===== src/rtl/axi_rd_collect_pkg.sv =====
// Shared types for the AXI read line collector: FSM states, request record, index width.
// Default geometry lives here so the record width and the collector ports always agree.
package axi_rd_collect_pkg;

  localparam int unsigned NumWords  = 4;
  localparam int unsigned AddrWidth = 64;
  localparam int unsigned DataWidth = 64;
  localparam int unsigned UserWidth = 64;
  localparam int unsigned IdWidth   = 4;

  localparam int unsigned IdxWidth  = (NumWords > 1) ? $clog2(NumWords) : 1;

  typedef enum logic [1:0] {
    IDLE,
    REQ,
    COLLECT,
    DONE
  } state_e;

  typedef struct packed {
    logic [AddrWidth-1:0] addr;
    logic [IdxWidth-1:0]  blen;
    logic [2:0]           size;
    logic [IdWidth-1:0]   id;
    logic                 lock;
  } rd_req_t;

endpackage


===== src/rtl/axi_rd_line_buf.sv =====
// Line buffer: one indexed beat write per cycle, synchronous clear, full-width read.
module axi_rd_line_buf #(
  parameter int unsigned NumWords  = 4,
  parameter int unsigned DataWidth = 64,
  parameter int unsigned UserWidth = 64,
  parameter int unsigned IdxWidth  = 2
) (
  input  logic                          clk_i,
  input  logic                          rst_i,
  input  logic                          clr,
  input  logic                          we,
  input  logic [IdxWidth-1:0]           idx,
  input  logic [DataWidth-1:0]          wdata,
  input  logic [UserWidth-1:0]          wuser,
  output logic [NumWords*DataWidth-1:0] line_data,
  output logic [NumWords*UserWidth-1:0] line_user
);

  logic [NumWords-1:0][DataWidth-1:0] data_q;
  logic [NumWords-1:0][UserWidth-1:0] user_q;

  always_ff @(posedge clk_i) begin
    if (rst_i || clr) begin
      data_q <= '0;
      user_q <= '0;
    end else if (we) begin
      data_q[idx] <= wdata;
      user_q[idx] <= wuser;
    end
  end

  assign line_data = data_q;
  assign line_user = user_q;

endmodule


===== src/rtl/axi_rd_line_collector.sv =====
// Issues one AXI read, sinks its beats into a line buffer and hands the line out in one transfer.
// Optional macro AXI_RD_COLLECT_IDCHK_EN: beats with a foreign ID are sunk but ignored and flag an error.
module axi_rd_line_collector
  import axi_rd_collect_pkg::*;
#(
  parameter int unsigned AxiNumWords  = NumWords,
  parameter int unsigned AxiAddrWidth = AddrWidth,
  parameter int unsigned AxiDataWidth = DataWidth,
  parameter int unsigned AxiUserWidth = UserWidth,
  parameter int unsigned AxiIdWidth   = IdWidth
) (
  input  logic                             clk_i,
  input  logic                             rst_i,
  input  logic                             req_i,
  output logic                             gnt_o,
  input  logic [AxiAddrWidth-1:0]          addr_i,
  input  logic [IdxWidth-1:0]              blen_i,
  input  logic [2:0]                       size_i,
  input  logic [AxiIdWidth-1:0]            id_i,
  input  logic                             lock_i,
  output logic                             rd_req_o,
  input  logic                             rd_gnt_i,
  output logic [AxiAddrWidth-1:0]          rd_addr_o,
  output logic [IdxWidth-1:0]              rd_blen_o,
  output logic [2:0]                       rd_size_o,
  output logic [AxiIdWidth-1:0]            rd_id_o,
  output logic                             rd_lock_o,
  output logic                             rd_rdy_o,
  input  logic                             rd_valid_i,
  input  logic                             rd_last_i,
  input  logic [AxiDataWidth-1:0]          rd_data_i,
  input  logic [AxiUserWidth-1:0]          rd_user_i,
  input  logic [AxiIdWidth-1:0]            rd_id_i,
  input  logic                             rd_exokay_i,
  output logic                             line_valid_o,
  input  logic                             line_ready_i,
  output logic [AxiNumWords*AxiDataWidth-1:0] line_data_o,
  output logic [AxiNumWords*AxiUserWidth-1:0] line_user_o,
  output logic [AxiIdWidth-1:0]            line_id_o,
  output logic                             line_exokay_o,
  output logic                             line_err_o
);

  // The request record is shared through the package, so the geometry must match it.
  if (AxiNumWords != NumWords || AxiAddrWidth != AddrWidth || AxiDataWidth != DataWidth ||
      AxiUserWidth != UserWidth || AxiIdWidth != IdWidth) begin : g_param_check
    $error("axi_rd_line_collector parameters must match axi_rd_collect_pkg geometry");
  end

  // One extra bit so the beat counter can saturate at AxiNumWords.
  localparam int unsigned CntWidth = IdxWidth + 1;

  state_e              state_q;
  rd_req_t             req_q;
  logic [CntWidth-1:0] cnt_q;
  logic                exokay_q;
  logic                err_q;

  logic                id_ok;
  logic [CntWidth-1:0] blen_ext;
  logic                in_range;
  logic                buf_we;
  logic                buf_clr;

`ifdef AXI_RD_COLLECT_IDCHK_EN
  assign id_ok = (rd_id_i == req_q.id);
`else
  logic unused_rd_id;
  assign unused_rd_id = ^rd_id_i;
  assign id_ok        = 1'b1;
`endif

  assign blen_ext = {1'b0, req_q.blen};
  assign in_range = (cnt_q <= blen_ext);
  assign buf_we   = (state_q == COLLECT) && rd_valid_i && id_ok && in_range;
  assign buf_clr  = (state_q == IDLE) && req_i;

  always_ff @(posedge clk_i) begin
    if (rst_i) begin
      state_q  <= IDLE;
      req_q    <= '0;
      cnt_q    <= '0;
      exokay_q <= 1'b0;
      err_q    <= 1'b0;
    end else begin
      case (state_q)
        IDLE: begin
          if (req_i) begin
            req_q    <= '{addr: addr_i, blen: blen_i, size: size_i, id: id_i, lock: lock_i};
            exokay_q <= lock_i;
            err_q    <= 1'b0;
            cnt_q    <= '0;
            state_q  <= REQ;
          end
        end
        REQ: begin
          if (rd_gnt_i) begin
            cnt_q   <= '0;
            state_q <= COLLECT;
          end
        end
        COLLECT: begin
          if (rd_valid_i) begin
            if (!id_ok) begin
              err_q <= 1'b1;
            end else begin
              // Beats past the requested length are sunk and dropped.
              if (!in_range) err_q <= 1'b1;
              if (cnt_q != CntWidth'(AxiNumWords)) cnt_q <= cnt_q + 1'b1;
              exokay_q <= exokay_q & rd_exokay_i;
              if (rd_last_i) begin
                if (cnt_q != blen_ext) err_q <= 1'b1;
                state_q <= DONE;
              end
            end
          end
        end
        DONE: begin
          if (line_ready_i) state_q <= IDLE;
        end
        default: state_q <= IDLE;
      endcase
    end
  end

  axi_rd_line_buf #(
    .NumWords (AxiNumWords),
    .DataWidth(AxiDataWidth),
    .UserWidth(AxiUserWidth),
    .IdxWidth (IdxWidth)
  ) u_line_buf (
    .clk_i    (clk_i),
    .rst_i    (rst_i),
    .clr      (buf_clr),
    .we       (buf_we),
    .idx      (cnt_q[IdxWidth-1:0]),
    .wdata    (rd_data_i),
    .wuser    (rd_user_i),
    .line_data(line_data_o),
    .line_user(line_user_o)
  );

  assign gnt_o         = (state_q == IDLE) && req_i && !rst_i;
  assign rd_req_o      = (state_q == REQ);
  assign rd_addr_o     = req_q.addr;
  assign rd_blen_o     = req_q.blen;
  assign rd_size_o     = req_q.size;
  assign rd_id_o       = req_q.id;
  assign rd_lock_o     = req_q.lock;
  assign rd_rdy_o      = (state_q == COLLECT);
  assign line_valid_o  = (state_q == DONE);
  assign line_id_o     = req_q.id;
  assign line_exokay_o = exokay_q;
  assign line_err_o    = err_q;

endmodule


===== config.mk =====
export PLATFORM = sky130hd
export DESIGN_NAME = axi_rd_line_collector
export DESIGN_NICKNAME = d
export VERILOG_FILES = /design/src/rtl/axi_rd_collect_pkg.sv /design/src/rtl/axi_rd_line_buf.sv /design/src/rtl/axi_rd_line_collector.sv
export SDC_FILE = /design/constraint.sdc
export NUM_CORES = 1
export LEC_CHECK = 0
export CORE_AREA = 2 2 313 315
export CTS_CLUSTER_DIAMETER = 50
export DETAILED_ROUTE_END_ITERATION = 10
export DIE_AREA = 0 0 315 317
export GPL_TIMING_DRIVEN = 0
export PLACE_DENSITY = 0.46
export SYNTH_ARGS = -nofsm -noshare
export SYNTH_HDL_FRONTEND = slang
export SYNTH_SLANG_ARGS = --single-unit

===== constraint.sdc =====
create_clock -name clk_i -period 3.7 [get_ports clk_i]
set_input_delay 0.37 -clock clk_i [delete_from_list [all_inputs] [get_ports clk_i]]
set_output_delay 0.37 -clock clk_i [all_outputs]
set_load 0.05 [all_outputs]

==> flow_summary.yaml, run 1 <==
grt:
  grt_max_degree: 14
  overflow: 0
  antenna_found_initial: 5
  first_global_vias: 19100
  track_usage_pct: 18.6
  grt_pass1_wl_um: 136000
timing:
  slew_headroom_pct: 37.4
  hold_violations: 0
  rsz0062_at_grt: "false"
  fin_crit_sh_pct: 89.6
  worst_pin_slew_ps: 940
  final.setup.tns_ps: 0
  timing.fmax_mhz: 302
  slew_viol_final: 0
  timing.hold.ws_ps: 324
  skew_ps: 23.3
  setup_viol: 0
  setup_slack_ps: 386
  layout_min_cycle_time_ps: 3310
run_status:
  status: "finished clean"
power:
  power.density_mw_per_mm2: 592
  irDropWorstVdd_v: 0.000372
  leakage_nw: 14.6
clock_tree:
  cts_buffers: 90
  clock_tree.buffer_depth: 3
  cts_tree: "yes"
  root_buffer: "clkbuf_16"
  clock-sinks: 593
  h-tree-depth: 3
  clock_latency_ps: 660
  postCtsHoldBufs: 0
  cts_setup_buffers: 0
  clkTransAtPathRegs_ps: 50
cells_and_area:
  fillCellCount: 9670
  drive_above_1_share_pct: 8.11
  stdcell_count: 4287
  area_delta_synth_final_pct: 60.9
  multiInputGateArea_mm2: 0.00864
  nets: 3160
  stdcell_area_mm2: 0.0343
  seq_area_mm2: 0.0119
floorplan:
  ios: 810
  dieWidth_um: 315
  start_util_pct: 22.1
  dieHeight_um: 317
  coreArea_mm2: 0.0963
  dieArea_mm2: 0.0999
  num_rows: 114
critical_path:
  r2r_end: "u_line_buf.line_data[126]"
  crit_start: "state_q[0]"
  r2r_slack_ps: 600
  crit_arrival_ps: 2940
  startpoint_type: "flip-flop"
  path_class: "flip-flop to output port"
  reg2reg_depth: 8
  worstSetupEndpoint: "gnt_o"
  end_kind: "output port"
  regToRegStartpoint: "state_q[0]"
  path_max_fanout: 10
  required_ps: 3330
synth:
  synth_cell_types: 33
  yosysSeqAreaShare_pct: 55.7
  yosys_warnings: 0
  avgSynthCellArea_um2: 10.5
  synth_fp_nets: 2263
  ys_ff_latch: 593
  netlist_instances: 2037
  netlist_area_mm2: 0.0213
routing:
  firstDrtPassIters: 5
  drt_iter0_markers: 676
  drt_wl_total_um: 97200
  wl_per_cell_um: 22.7
  vias: 18300
  drtAntennaViolNets: 0
  viasPerCell: 4.27
  drc: 0
placed_design:
  dpl.hpwl_um: 75200
  gp_congestion: 0.876
  placed_cell_area_mm2: 0.0310
  port_buffers: 805
  dp.cells: 4118
  dp_slack_ps: -110
min_path:
  min-delay-path-class: "input pin to flip-flop"
  min_path_cells: 2
flow_run:
  max-cap-violations: 0
power by group:
group	internal (mW)	total (mW)	switching, mW
clock	6.06	9.39	3.34
combinational	1.20	4.03	2.83
sequential	6.67	6.86	0.190
flip-flops by register name, summed over array words and instances (netlist names):
register,cells
rd_blen_o,2
rd_size_o,3
state_q,2
line_err_o,1
line_id_o,4
rd_lock_o,1
u_line_buf.line_user,256
rd_addr_o,64
line_exokay_o,1
cnt_q,3
u_line_buf.line_data,256
how the worst min path moves through the flow:
stage | startpoint | end | slack (ps)
2_1_floorplan | cnt_q[0] | cnt_q[0] | 500
3_3_place_gp | u_line_buf.line_user[126] | u_line_buf.line_user[126] | 440
3_5_place_dp | u_line_buf.line_user[116] | u_line_buf.line_user[116] | 450
4_1_cts | addr_i[22] | rd_addr_o[22] | 250
5_1_grt | addr_i[25] | rd_addr_o[25] | 280
6_report | addr_i[9] | rd_addr_o[9] | 320
kinds of logic after synthesis:
logic type	count (synthesis)	share of synthesized area [%]
AO/OA/AOI/OAI	87	3.51
buffers and inverters	155	3.77
AND/OR/NAND/NOR	676	12.2
flip-flops	593	55.7
adder cells (fa/ha/maj)	12	0.704
multiplexers	514	24.1
final cells by class:
| cell class | instances | area share [%] |
|---|---|---|
| diodes | 1 | 0.00730 |
| plain buffers | 150 | 2.29 |
| clock buffers | 106 | 7.07 |
| clock inverters | 62 | 2.63 |
| inverters | 5 | 0.0547 |
| multi-input cells | 1289 | 25.2 |
| flip-flops and latches | 593 | 34.6 |
| well taps | 1276 | 4.66 |
| repair buffers | 805 | 23.5 |
critical path: stages (launching register included):
cell and delay [ps]:
dfxtp_1 350, inv_1 120, ha_1 210, nand2_1 110, nor2_1 200, clkbuf_1 400
clkdlybuf4s50_1 900
per-layer routing:
| layer | vias to the layer above | routed length [um] | track usage (%) |
|---|---|---|---|
| met5 | - | 30 | 0 |
| met4 | 6 | 2620 | 6.20 |
| met3 | 132 | 7890 | 6.74 |
| met2 | 583 | 48200 | 33.0 |
| met1 | 8925 | 38400 | 20.6 |
| li1 | 8656 | - | - |
through the flow:
stage,total power [mW],utilization (%)
after floorplan,9.31,-
after global placement,11.1,32.2
after detailed placement,11.1,32.2
after CTS,20.6,35.6
after global routing,21.0,35.6
final,20.3,35.6
layout by cell type, fill, tap and decap left out, types with 2 or more instances in the layout:
cell,n
mux2i_1,514
nor3_1,2
buf_6,15
nand3_1,5
clkbuf_1,62
clkinv_8,2
bufinv_16,19
clkbuf_8,9
buf_2,51
nand2b_1,5
nand2_1,646
nor2_1,6
clkdlybuf4s50_1,805
a22o_1,74
buf_4,12
clkinvlp_4,7
clkinv_4,7
clkinv_2,14
and3_1,3
dfxtp_1,593
inv_6,13
a21oi_1,3
nor2b_1,4
buf_1,15
ha_1,12
inv_1,5
clkbuf_16,91
Yosys cell counts:
master,number,share of area (%)
buf_1,15,0.26
a2111oi_2,1,0.070
nand3_1,5,0.12
a21oi_1,3,0.070
nor3_1,2,0.047
clkbuf_1,57,1.0
a22o_1,74,3.0
a211oi_1,1,0.035
and2b_1,1,0.035
nand2_1,646,11
o21ai_2,1,0.041
buf_2,51,1.2
or2_2,1,0.029
nor2b_1,4,0.12
inv_1,5,0.088
ha_1,12,0.70
dfxtp_1,593,56
o31ai_1,1,0.035
buf_4,12,0.42
nor2_1,6,0.11
nand3b_1,1,0.035
o32ai_1,1,0.041
a311oi_1,1,0.041
nand2b_1,5,0.15
a2111oi_0,1,0.041
buf_6,15,0.79
o22ai_1,1,0.029
and4b_1,1,0.047
and3_1,3,0.088
mux2i_1,514,24
a31oi_1,1,0.029
a21boi_0,1,0.035
nand4_1,1,0.029
what timing repair did:
item	4_1_cts	5_1_grt
endpoints found under the setup margin	7	0
hold endpoints to repair	0	0
resized for setup	1	0
(Power assumes the default switching activity.)
==> run 2, diff against run 1 <==
--- a/config.mk
+++ b/config.mk
@@ -7,6 +7,7 @@
 export LEC_CHECK = 0
 export CORE_AREA = 2 2 313 315
 export CTS_CLUSTER_DIAMETER = 50
+export CTS_CLUSTER_SIZE = 16
 export DETAILED_ROUTE_END_ITERATION = 10
 export DIE_AREA = 0 0 315 317
 export GPL_TIMING_DRIVEN = 0
==> run 2 against run 1 <==
  * Clock skew grew 17 ps
  * Sequential power barely moved
  * Combinational power hardly changed
  * Worst setup slack improved by 14 ps
  * Register-to-register slack improved by 30 ps
  * Critical endpoint unchanged
  * Flip-flop and latch count is the same
  * Maximum frequency grew 0.41%
  * Utilization shrank 0.36 points
  * Via count about the same
  * Global-route usage is 0.077 points lower
  * Largest power group unchanged
==> flow_summary.yaml, run 2 (synthesis results as in run 1) <==
power:
  irDropWorstVdd_v: 0.000350
  leakage_nw: 14.4
  power.density_mw_per_mm2: 572
  power_mw: 19.4
routing:
  drt_iter0_markers: 725
  vias: 18300
  drc: 0
  firstDrtPassIters: 5
  drtAntennaViolNets: 0
  viasPerCell: 4.28
  drt_wl_total_um: 96900
  wl_per_cell_um: 22.7
clock_tree:
  postCtsHoldBufs: 0
  cts_tree: "yes"
  clock_latency_ps: 660
  clock-sinks: 593
  h-tree-depth: 3
  cts_setup_buffers: 0
  clock_tree.buffer_depth: 3
  clkTransAtPathRegs_ps: 60
  cts-resized-gates: 1
  cts_buffers: 85
  root_buffer: "clkbuf_16"
cells_and_area:
  fillCellCount: 9703
  area_delta_synth_final_pct: 59.3
  nets: 3155
  diodes: 0
  drive_above_1_share_pct: 7.77
  layout_common_cells: "clkdlybuf4s50_1, nand2_1, dfxtp_1"
  final_common_cell: "clkdlybuf4s50_1"
critical_path:
  path_class: "flip-flop to output port"
  r2r_end: "u_line_buf.line_data[126]"
  crit_path_top_delay_cell: "clkdlybuf4s50_1"
  end_kind: "output port"
  startpoint_type: "flip-flop"
  crit_arrival_ps: 2930
  max_stage_delay_ps: 900
  r2r_slack_ps: 630
  path_cells: "inv_1 > ha_1 > nand2_1 > nor2_1 > clkbuf_1 > clkdlybuf4s50_1"
  regToRegStartpoint: "state_q[0]"
  path_max_fanout: 10
  reg2reg_depth: 8
  required_ps: 3330
  crit_start: "state_q[0]"
timing:
  worst_pin_slew_ps: 897
  slew_viol_final: 0
  hold_violations: 0
  fin_crit_sh_pct: 89.2
  setup_slack_ps: 399
  timing.fmax_mhz: 303
  skew_ps: 39.9
  layout_min_cycle_time_ps: 3300
  slew_headroom_pct: 40.2
  setup_viol: 0
  rsz0062_at_grt: "false"
grt:
  first_global_vias: 19000
  grt_max_degree: 17
  grt_pass1_wl_um: 135000
  overflow: 0
  track_usage_pct: 18.6
  antenna_found_initial: 6
run_status:
  status: "finished clean"
floorplan:
  start_util_pct: 22.1
  num_rows: 114
  dieWidth_um: 315
  ios: 810
  dieHeight_um: 317
  coreArea_mm2: 0.0963
  dieArea_mm2: 0.0999
placed_design:
  dp_slack_ps: -110
  gp_congestion: 0.876
  port_buffers: 805
  dpl.hpwl_um: 75200
min_path:
  min_path_cells: 2
  min-delay-path-class: "input pin to flip-flop"
  hp-start: "addr_i[22]"
  holdPathEnd: "rd_addr_o[22]"
flow_run:
  max-cap-violations: 0
## run 2: changes by cell type in the layout (fill, tap and decap cells not counted), moves of 3 or more
cell        delta
bufinv_16     -10
inv_8          +5
inv_6          +5
clkbuf_16      -4
clkinvlp_4     +3
clkbuf_8       -5
clkinv_4       +5
clkinv_2      -11
## run 2: routing by layer
layer	up-vias	GRT usage (%)	part of all wire [%]
li1	8652	-	-
met1	8923	20.6	39
met2	579	33.2	50
met3	125	6.94	8.2
met4	6	4.97	2.3
met5	-	0	0.038
## run 2: worst max-delay path by stage
stage,to,slack (ps),depth (start not counted)
floorplan,u_line_buf.line_user[170],1510,8
global placement,u_line_buf.line_user[123],-80,6
detailed placement,u_line_buf.line_user[123],-110,6
CTS,gnt_o,330,6
global route,gnt_o,210,6
finish,gnt_o,400,6
## run 2: power breakdown
group	leakage, nW	internal, mW	switching, mW	total [mW]
sequential	4.79	6.67	0.189	6.86
clock	1.43	5.13	3.38	8.52
combinational	8.23	1.20	2.83	4.03
total	14.4	13.0	6.40	19.4
## run 2: worst max-delay path: cells and delay by family (launching register included)
kind	cells	cell delay (ps)
AND/OR/NAND/NOR	2	300
flip-flops	1	350
buffers and inverters	3	1420
adder cells (fa/ha/maj)	1	210
## run 2: area by class of cell
class                      instances  area (um^2)  area share [%]
sequential                       593        11900            35.0
buffer                           150          786            2.31
clock inverter                    60          728            2.14
inverter                           5         18.8          0.0553
clock buffer                      97         2250            6.64
timing repair buffer             805         8060            23.7
multi-input combinational       1289         8640            25.4
tap                             1276         1600            4.70
## run 2: through the flow
step | hold slack [ps] | TNS (ps) | instances | utilization (%) | area (um^2)
after detailed placement | 447 | -560 | 4118 | 32.2 | 31000
after global routing | 289 | 0 | 4275 | 35.3 | 34000
after CTS | 267 | 0 | 4275 | 35.3 | 34000
after global placement | 444 | -339 | 4118 | 32.2 | 31000
after floorplan | 502 | 0 | 2037 | - | 21300
final | 322 | 0 | 4275 | 35.3 | 34000
==> run 3, diff against run 2 <==
--- a/config.mk
+++ b/config.mk
@@ -5,13 +5,15 @@
 export SDC_FILE = /design/constraint.sdc
 export NUM_CORES = 1
 export LEC_CHECK = 0
-export CORE_AREA = 2 2 313 315
+export CELL_PAD_IN_SITES_DETAIL_PLACEMENT = 1
+export CELL_PAD_IN_SITES_GLOBAL_PLACEMENT = 1
+export CORE_AREA = 2 2 316 318
 export CTS_CLUSTER_DIAMETER = 50
 export CTS_CLUSTER_SIZE = 16
 export DETAILED_ROUTE_END_ITERATION = 10
-export DIE_AREA = 0 0 315 317
+export DIE_AREA = 0 0 318 320
 export GPL_TIMING_DRIVEN = 0
-export PLACE_DENSITY = 0.46
+export PLACE_DENSITY = 0.57
 export SYNTH_ARGS = -nofsm -noshare
 export SYNTH_HDL_FRONTEND = slang
 export SYNTH_SLANG_ARGS = --single-unit
==> run 3 against run 2 <==
  * Critical path depth increased by 2
  * Register-to-register slack got worse by 190 ps
  * Flip-flop and latch count unchanged
  * Sequential power about the same
  * Clock skew decreased by 15 ps
  * Die area increased by 1.9%
  * Total power decreased by 3.2%
  * Non-clock buffer count unchanged
  * Maximum frequency increased by 1.3%
  * Via count increased by 0.86%
  * Final cell count about the same
  * Sequential share of layout area increased by 0.27 points
  * Critical path type is now flip-flop to flip-flop
==> flow_summary.yaml, run 3 (synthesis results as in run 1) <==
placed_design:
  dp.cells: 4129
  port_buffers: 805
  placed_cell_area_mm2: 0.0310
  dpl.hpwl_um: 79500
  dp_slack_ps: 95.9
  gp_congestion: 0.841
timing:
  timing.fmax_mhz: 307
  rsz0062_at_grt: "false"
  layout_min_cycle_time_ps: 3260
  slew_headroom_pct: 28.6
  final.setup.tns_ps: 0
  skew_ps: 25.1
  fin_crit_sh_pct: 88.1
  setup_slack_ps: 441
  hold_violations: 0
  slew_viol_final: 0
  setup_viol: 0
  worst_pin_slew_ps: 1070
critical_path:
  crit_arrival_ps: 3810
  path_cells: "inv_1 > ha_1 > a21oi_1 > buf_2 > buf_2 > clkbuf_1 > nand2_1 > mux2i_1"
  required_ps: 4250
  startpoint_type: "flip-flop"
  path_max_fanout: 10
  crit_path_frequent_cell: "buf_2"
  max_stage_delay_ps: 840
  crit_path_top_delay_cell: "clkbuf_1"
  end_kind: "flip-flop"
  path_class: "flip-flop to flip-flop"
floorplan:
  dieWidth_um: 318
  num_rows: 115
  coreArea_mm2: 0.0980
  start_util_pct: 21.8
  dieHeight_um: 320
  ios: 810
  dieArea_mm2: 0.102
power:
  power.density_mw_per_mm2: 558
  leakage_nw: 14.4
  irDropWorstVdd_v: 0.000299
clock_tree:
  h-tree-depth: 3
  cts_buffers: 80
  cts_tree: "yes"
  root_buffer: "clkbuf_16"
  clock-sinks: 593
  clock_latency_ps: 640
  postCtsHoldBufs: 0
  clkTransAtPathRegs_ps: 60
  clock_tree.buffer_depth: 3
routing:
  drc: 0
  wl_per_cell_um: 23.6
  viasPerCell: 4.31
  drtAntennaViolNets: 0
  drt_wl_total_um: 101000
  firstDrtPassIters: 5
  drt_iter0_markers: 690
  vias: 18400
cells_and_area:
  final_common_cell: "clkdlybuf4s50_1"
  multiInputGateArea_mm2: 0.00864
  fillCellCount: 11000
  drive_above_1_share_pct: 7.47
  layout_common_cells: "clkdlybuf4s50_1, nand2_1, dfxtp_1"
  seq_area_mm2: 0.0119
  stdcell_area_mm2: 0.0337
  area_delta_synth_final_pct: 58.1
  nets: 3150
  stdcell_count: 4276
grt:
  grt_max_degree: 16
  first_global_vias: 20300
  overflow: 0
  antenna_found_initial: 6
  track_usage_pct: 19.3
  grt_pass1_wl_um: 144000
min_path:
  min-delay-path-class: "input pin to flip-flop"
run_status:
  status: "finished clean"
flow_run:
  max-cap-violations: 0
==> run 3: final cells by class <==
type                    instances  area share [%]
multi-input cells            1289            25.6
well taps                    1287            4.78
diodes                          2          0.0149
inverters                       5          0.0557
flip-flops and latches        593            35.2
clock inverters                54            1.71
plain buffers                 150            2.33
clock buffers                  91            6.31
repair buffers                805            23.9
==> run 3: report_power, final <==
part	total [mW]	leakage (nW)	internal [mW]	switching, mW
combinational	4.08	8.24	1.20	2.88
sequential	6.87	4.79	6.67	0.199
clock	7.84	1.32	4.59	3.25
total	18.8	14.4	12.5	6.33
==> run 3: final timing paths <==
kind	cells past startpoint	slack [ps]	to	from
max reg2reg	8	440	u_line_buf.line_data[128]	state_q[0]
max	8	440	u_line_buf.line_data[128]	state_q[0]
min	2	330	rd_addr_o[27]	addr_i[27]
min reg2reg	2	460	u_line_buf.line_user[87]	u_line_buf.line_user[87]
==> run 3: critical path, delay by kind of cell (launching register included) <==
| kind | cells | cell delay (ps) |
|---|---|---|
| mux | 1 | 180 |
| simple gates | 1 | 140 |
| buf+inv | 4 | 1820 |
| compound gates | 1 | 340 |
| flops | 1 | 410 |
| fa+ha+maj | 1 | 250 |
==> run 3: through the flow <==
step / hold WS [ps] / utilization (%) / power, mW
floorplan: 502 / - / 9.31
global placement: 443 / 31.6 / 11.1
detailed placement: 447 / 31.6 / 11.2
CTS: 278 / 34.4 / 19.1
global route: 295 / 34.4 / 19.6
finish: 334 / 34.4 / 18.8
==> run 3: layer usage <==
| layer | up-vias | track usage [%] | part of all wire (%) |
|---|---|---|---|
| met5 | - | 0 | 0.023 |
| met4 | 4 | 5.43 | 2.5 |
| met3 | 132 | 7.20 | 8.0 |
| met2 | 564 | 35.0 | 51 |
| met1 | 9142 | 20.8 | 38 |
| li1 | 8600 | - | - |
==> run 3: timing repair <==
| action | 4_1_cts | 5_1_grt |
|---|---|---|
| buffers inserted | 0 | 0 |
| hold endpoints to repair | 0 | 0 |
| resized for setup | 0 | 1 |
| setup endpoints to repair | 0 | 1 |
